### src/rtl/register_file_scoreboard_pkg.sv
// Shared write-pattern codes for the register file and its writeback formatter.
package register_file_scoreboard_pkg;
  localparam logic [2:0] REGISTER_WRITE_WORD          = 3'd0;
  localparam logic [2:0] REGISTER_WRITE_BYTE_UNSIGNED = 3'd1;
  localparam logic [2:0] REGISTER_WRITE_BYTE_SIGNED   = 3'd2;
  localparam logic [2:0] REGISTER_WRITE_HALF_UNSIGNED = 3'd3;
  localparam logic [2:0] REGISTER_WRITE_HALF_SIGNED   = 3'd4;
endpackage

### src/rtl/register_write_formatter.sv
// Turns raw writeback data into the XLEN value to store, per write pattern.
module register_write_formatter
  import register_file_scoreboard_pkg::*;
#(
  parameter int XLEN = 32
) (
  input  logic [2:0]      pattern,
  input  logic [XLEN-1:0] data,
  output logic [XLEN-1:0] formatted,
  output logic            legal
);
  always_comb begin
    formatted = '0;
    legal     = 1'b1;
    case (pattern)
      REGISTER_WRITE_WORD:          formatted = data;
      REGISTER_WRITE_BYTE_UNSIGNED: formatted = {{(XLEN-8){1'b0}}, data[7:0]};
      REGISTER_WRITE_BYTE_SIGNED:   formatted = {{(XLEN-8){data[7]}}, data[7:0]};
      REGISTER_WRITE_HALF_UNSIGNED: formatted = {{(XLEN-16){1'b0}}, data[15:0]};
      REGISTER_WRITE_HALF_SIGNED:   formatted = {{(XLEN-16){data[15]}}, data[15:0]};
      default:                      legal     = 1'b0;
    endcase
  end
endmodule

### src/rtl/register_file_scoreboard.sv
// Multi-port register file with formatted writeback, optional write bypass and
// a per-register pending scoreboard with a running pending count.
module register_file_scoreboard
  import register_file_scoreboard_pkg::*;
#(
  parameter int XLEN   = 32,
  parameter int NREGS  = 32,
  parameter int NRD    = 2,
  parameter int BYPASS = 1,
  localparam int AW    = $clog2(NREGS)
) (
  input  logic                clk,
  input  logic                reset,
  input  logic [NRD*AW-1:0]   rd_address,
  output logic [NRD*XLEN-1:0] data_out,
  output logic [NRD-1:0]      rd_ready,
  input  logic                reserve_enable,
  input  logic [AW-1:0]       reserve_address,
  input  logic                wr_enable,
  input  logic [AW-1:0]       wr_address,
  input  logic [XLEN-1:0]     wr_data,
  input  logic [2:0]          write_pattern,
  output logic [AW:0]         pending_count
);
  logic [NREGS-1:0][XLEN-1:0] storage;
  logic [NREGS-1:0]           pending, pending_nxt;
  logic [AW:0]                count_nxt;
  logic [XLEN-1:0]            wr_fmt;
  logic                       wr_legal, wr_eff, rsv_eff, inc, dec;

  register_write_formatter #(.XLEN(XLEN)) u_fmt (
    .pattern   (write_pattern),
    .data      (wr_data),
    .formatted (wr_fmt),
    .legal     (wr_legal)
  );

  // x0 is hardwired: writes and reservations to it are dropped here.
  assign wr_eff  = wr_enable && wr_legal && (wr_address != '0);
  assign rsv_eff = reserve_enable && (reserve_address != '0);

  // Reserve is applied after the clear so a same-address reserve wins.
  assign inc = rsv_eff && !pending[reserve_address];
  assign dec = wr_eff && pending[wr_address] && !(rsv_eff && (reserve_address == wr_address));

  always_comb begin
    pending_nxt = pending;
    if (wr_eff)  pending_nxt[wr_address]      = 1'b0;
    if (rsv_eff) pending_nxt[reserve_address] = 1'b1;
  end

  assign count_nxt = pending_count + {{AW{1'b0}}, inc} - {{AW{1'b0}}, dec};

  always_ff @(posedge clk or posedge reset) begin
    if (reset) begin
      storage       <= '0;
      pending       <= '0;
      pending_count <= '0;
    end else begin
      if (wr_eff) storage[wr_address] <= wr_fmt;
      pending       <= pending_nxt;
      pending_count <= count_nxt;
    end
  end

  for (genvar i = 0; i < NRD; i++) begin : g_rd
    logic [AW-1:0] ra;
    logic          hit;
    assign ra  = rd_address[i*AW +: AW];
    assign hit = (BYPASS != 0) && wr_eff && (wr_address == ra);
    assign data_out[i*XLEN +: XLEN] = hit ? wr_fmt : storage[ra];
    assign rd_ready[i]              = hit | ~pending[ra];
  end
endmodule

### config.mk
export PLATFORM = sky130hd
export DESIGN_NAME = register_file_scoreboard
export DESIGN_NICKNAME = d
export VERILOG_FILES = /design/src/rtl/register_file_scoreboard_pkg.sv /design/src/rtl/register_write_formatter.sv /design/src/rtl/register_file_scoreboard.sv
export SDC_FILE = /design/constraint.sdc
export NUM_CORES = 2
export LEC_CHECK = 0
export ABC_CLOCK_PERIOD_IN_PS = 45000
export CAP_MARGIN = 40
export CORE_ASPECT_RATIO = 0.9
export CORE_MARGIN = 1.5
export CORE_UTILIZATION = 57
export DETAILED_ROUTE_END_ITERATION = 16
export PLACE_DENSITY = 0.74
export SETUP_SLACK_MARGIN = 0.5
export SYNTH_ARGS = -nofsm -noshare
export SYNTH_HDL_FRONTEND = slang
export SYNTH_SLANG_ARGS = --single-unit
### constraint.sdc
create_clock -name clk -period 45 [get_ports clk]
set_input_delay 9 -clock clk [delete_from_list [all_inputs] [get_ports clk]]
set_output_delay 9 -clock clk [all_outputs]
set_load 0.02 [all_outputs]
* After elaboration in Yosys (flattened, before gate mapping)
Cells that the tools add are included.
** Operators by class
- Add/subtract/negate cells :: 2
- $mul :: 0
- Divide/modulo/power cells :: 0
- Magnitude comparators :: 6
- Eq/ne operators :: 7
- Shifts and indexed selects :: 0
- Muxes and demuxes :: 25
- Bitwise gates (word level) :: 7
- Reductions and logical operators :: 17
** Operator list (number)
- $bwmux W1024 :: 1
- $bmux W32 S5 :: 2
- $mux W32 :: 7
- $demux W32 S5 :: 1
- $pmux W32 S5 :: 1
- $and A32 B32 Y32 :: 1
- $not A32 Y32 :: 1
- $or A32 B32 Y32 :: 1
- $lt A5 B6 Y1 const B :: 4
- $bmux W1 S5 :: 4
- $eq A5 B5 Y1 :: 3
- $logic_and A1 B1 Y1 :: 11
- $demux W1 S5 :: 2
- $ge A5 B1 Y1 const B :: 2
- $reduce_bool A5 Y1 :: 2
- $mux W1 :: 7
- $add A6 B1 Y6 :: 1
- $eq A3 B2 Y1 const B :: 2
- $sub A6 B1 Y6 :: 1
- $reduce_or A5 Y1 :: 1
- $eq A3 B1 Y1 const B :: 1
- $eq A3 B3 Y1 const B :: 1
- $logic_not A3 Y1 :: 1
- $logic_not A1 Y1 :: 2
- 2 further kinds :: 4
** Storage, ports and cells
- Bits in registers :: 1062
- Bits in latches :: 0
- Bits in writable memories :: 0
- Memory bits (read-only) :: 0
- Bits of input ports :: 59
- Output and inout bits :: 72
- Memories :: 0

* Longest topological paths before layout
- Depth after elaboration :: 9
- Depth in mapped cells :: 14
- Depth with buffers taken out :: 13

* Cells and area by module
From an unflattened synthesis, not the netlist that was laid out.
** Unflattened totals
- Cell total of the unflattened synthesis :: 3720
- Area, all modules :: 57000.9 µm²
** By module, submodules not included
- register_file_scoreboard :: times used 1, cells each 3649, area an instance 56417.9 µm², seq. area each 26575.5 µm²
- register_write_formatter :: times used 1, cells each 71, area an instance 583.1 µm², seq. area each 0.0 µm²

* Worst setup path before layout
OpenSTA, ideal clock, no wires.
- Path type :: input to output
- From :: input port rd_address[2]
- To :: output port data_out[5]
- Arrival :: 10731 ps
- Required time :: 36000 ps
- Setup slack :: 25269 ps
- Stages :: 8
- Path through :: buf_2 -> buf_4 -> clkbuf_1 -> nor2b_1 -> a22oi_1 -> nand2_1 -> nor3_1 -> a221oi_1
** Between the ends
- Longest elaborated chain between the ends :: 3
- Elaborated cells on any way between the ends :: 5
- Those cells by class :: 1 x eq/ne; 3 x mux; 1 x reduce/logical
** Ends and longest elaborated chain
- start: declaration :: line register_file_scoreboard.sv:14 : input logic [NRD*AW-1:0] rd_address,
- $bmux W32 S5 / $eq A5 B5 Y1 (equally long branches) :: line register_file_scoreboard.sv:71, register_file_scoreboard.sv:70
- $mux W32 (not written as such) / $logic_and A1 B1 Y1 (equally long branches) :: line register_file_scoreboard.sv:71, register_file_scoreboard.sv:70
- $mux W32 (*) :: line register_file_scoreboard.sv:71 : assign data_out[i*XLEN +: XLEN] = hit ? wr_fmt : storage[ra];
- end: declaration :: line register_file_scoreboard.sv:15 : output logic [NRD*XLEN-1:0] data_out,
Every way passes the cells marked *; elsewhere a longest branch is shown, timed or not. The select of a mux whose other input is x is not followed.

* Worst setup path in the final report
- From :: input port rd_address[1]
- To :: output port data_out[14]
Same word-level chain as after synthesis.

==> metrics.txt <==
run status=finished, final reports clean; Clk Latency, worst-skew pair=0.72 ns; pin count of the biggest net entering global routing=around 110; leakage power total=26.8 nW; hold slack final=slightly below 0.4 ns; summed area of non-filler cells in the final layout=about 0.063 mm^2; final antenna-violating net count=0; Critical Path Fanout Max=~80; height of the die=just over 300 um; Critical Setup Path Class=primary input to primary output; highest achievable clock rate=around 44 MHz; crit end category=primary output; switching power summed over all nets=0.000707 W; Worst EP required=~36 ns; P&R area growth vs syn=11.4%; area of the placeable core=around 0.098 mm^2; count of different cell masters after synthesis=74; Detail Placement HPWL=roughly 120000 um; adder and majority cell fraction of the synthesized area=0.00168; post-route DRC violation count=0; Filler Cell Count=about 7400; cell type contributing the most total cell area after synthesis=dfrtp_1; fraction of synthesized area in multiplexers=0.223; transition at the pin with the smallest max-transition slack=0.982 ns; TritonRoute pass-1 iters=14; antenna violations before repair=8; average routed wire per standard cell=~31 um; class of the tightest hold or removal check=flop to flop; Iter 0 DRT Violations=6716; wire length of the first global-routing pass=between 200000 and 300000 um; top post-synthesis cells by area=dfrtp_1, mux4_2, o21ai_0, nand2_1, mux2i_1; largest family of logic cells by synthesized area=multiplexers; number of buffers inserted for hold repair after clock tree synthesis=0; Comb pwr share=0.167; area of the mapped netlist=0.0565 mm^2; placement row count=about 110; Setup Fix Bufs, Post-CTS=0; Worst Path Arrival=around 14 ns; clock sink total=1062; portion of synthesized cell area occupied by the leading cell type=0.470; Power Dens Cells=approximately 40 mW/mm^2; Max clock buf depth=3; Mapped Avg Cell Area=between 10 and 15 um^2; Initial Utilization=0.576; Period minus WS final=between 20 and 25 ns; setup violation total in the final timing report=0; total routed wirelength=slightly below 200000 um; highest ir drop seen on vdd=~0.000037 V; number of CTS-inserted buffers=108; number of flops mapped to enable cells by yosys=0; setup total negative slack=0 ns; Power, Total=around 0.0025 W; global placer's final weighted congestion=about 0.91; placed cell areas=0.0592 mm^2; FF+latch count, synth=roughly 1100; library cell with the highest instance count after synthesis=nand2_1; simple-gate share of the synthesized area=0.0928; Main synth FF type=dfrtp_1; drt via density=7.16; Final Slew Violations=0; clock group share of total power=0.384; final clock skew=roughly 0.022 ns; Cell Int Power=approximately 0.0018 W; number of warnings reported in the yosys synthesis log=0; clock-pin slew on the worst setup and hold paths=0.06 ns; Cells after Synth=about 5200; RSZ-0062 raised after global routing=false; Sw Ratio=0.283; global route total overflow=0; vias in the first global route=between 40000 and 50000; Worst setup SP type=primary input; I/O pin cnt=around 130; vias after detailed routing=about 46000; Die X=335 um; die footprint=0.101 mm^2; fraction of the mapped netlist area in compound gates=0.159; TritonCTS clock tree=built; Period Utilization, post-route=0.507; number of nets in the layout=5113; number of gates given a new drive strength after cts=0; share of post-route cells with drive strength above 1=0.189; number of nets in the synthesized netlist=around 5300; maxcap violations=0; number of endpoints with negative hold slack in the final report=0; deepest level of the CTS H-tree=3; sequential-to-total area share from yosys stat=0.470; Port-buffer cells=130; ys async rst share=1.00; Slew HR=0.344; Total GRT Usage=0.394; list of most frequent post-synthesis cells=nand2_1, dfrtp_1, o21ai_0; Seq pwr share=0.449; clk root buf=clkbuf_16; xor-xnor portion of the synthesized cell area=0.00310
worst paths after layout:
| path | startpoint | slack, ns | to | cells after the start |
|---|---|---|---|---|
| max in group asynchronous | reset | 32.96 | storage[557] | 7 |
| min reg2reg | storage[2] | 0.40 | storage[2] | 0 |
| min | storage[2] | 0.40 | storage[2] | 0 |
| min in group asynchronous | reset | 8.82 | storage[171] | 2 |
| max reg2reg | pending[2] | 41.47 | pending_count[4] | 13 |
| max | rd_address[1] | 22.18 | data_out[14] | 10 |
sequential cells by signal (all words and copies together) (netlist names):
signal and flops:
storage 1024, pending 32, pending_count 6
critical path, stage by stage:
cell             delay (ns)
buf_8                  0.52
buf_4                  0.77
buf_4                  0.81
nor2b_1                0.34
buf_4                  0.32
a22o_1                 0.21
nor4_1                 0.33
nor4_1                 0.10
a21oi_1                0.56
clkdlybuf4s50_1        0.73
metal layers:
| layer | GRT usage | routed length [um] |
|---|---|---|
| met5 | 0 | 38 |
| met4 | 0.204 | 12000 |
| met3 | 0.150 | 29500 |
| met2 | 0.555 | 82700 |
| met1 | 0.534 | 72400 |
per-stage QoR:
| stage | cells | util | setup WS, ns |
|---|---|---|---|
| 2_1_floorplan | 5223 | - | 6.11 |
| 3_3_place_gp | 6149 | 0.589 | 22.06 |
| 3_5_place_dp | 6213 | 0.603 | 22.37 |
| 4_1_cts | 6408 | 0.641 | 22.39 |
| 5_1_grt | 6408 | 0.641 | 22.15 |
| 6_report | 6415 | 0.641 | 22.18 |
layout by cell type, fill, tap and decap left out, types with 9 or more instances in the layout:
cell type,Yosys,layout
o22ai_1,22,22
nor2_1,45,39
nand2_1,1075,1075
bufinv_16,0,14
buf_8,6,16
clkbuf_8,0,21
dfrtp_1,1062,1062
inv_1,12,10
o211ai_1,21,21
a22o_1,36,36
buf_16,0,33
nand3_1,29,20
o21ai_0,873,873
a21oi_1,128,109
o21a_1,20,20
o2111ai_1,9,9
mux2_2,91,91
nand2b_4,0,12
clkbuf_16,0,109
mux2i_1,193,193
clkinv_2,0,16
mux4_2,428,428
a221o_1,9,9
a21oi_2,1,18
clkdlybuf4s50_1,0,121
o21ai_1,157,156
a22oi_1,66,66
xnor2_1,9,9
nor2b_1,18,13
o221ai_1,11,11
a221oi_1,105,105
xor2_1,11,11
buf_4,34,103
a31oi_1,14,14
clkbuf_1,367,23
o21ai_2,21,22
o211a_1,15,15
buf_12,3,14
nand2b_1,38,26
logic make-up (layout without fill, tap and decap cells):
kind of cell / count (synthesis) / count (layout)
adders and majority gates: 7 / 7
DFF: 1062 / 1062
buffers and inverters: 595 / 504
AOI/OAI and AO/OA: 1544 / 1544
other: 0 / 7
muxes: 712 / 712
xor gates and xnor gates: 20 / 20
and+or+nand+nor: 1283 / 1283
power by group through the flow:
stage	Clock [W]	Sequential [W]	Combinational, W
6_report	0.000960	0.00112	0.000417
5_1_grt	0.00100	0.00113	0.000449
4_1_cts	0.000962	0.00112	0.000410
3_5_place_dp	0	0.00113	0.000408
3_3_place_gp	0	0.00113	0.000387
2_1_floorplan	0	0.00112	0.000283
cell type report:
type	instances	area, um^2	area share
diodes	7	17.5	0.000278
clock buffers	153	3100	0.0493
clock inverters	42	624	0.00992
inverters	14	60.1	0.000954
multi-input cells	3566	27500	0.437
flip-flops and latches	1062	26600	0.422
well taps	1276	1600	0.0254
repair buffers	295	3480	0.0553
(Power assumes the default switching activity.)
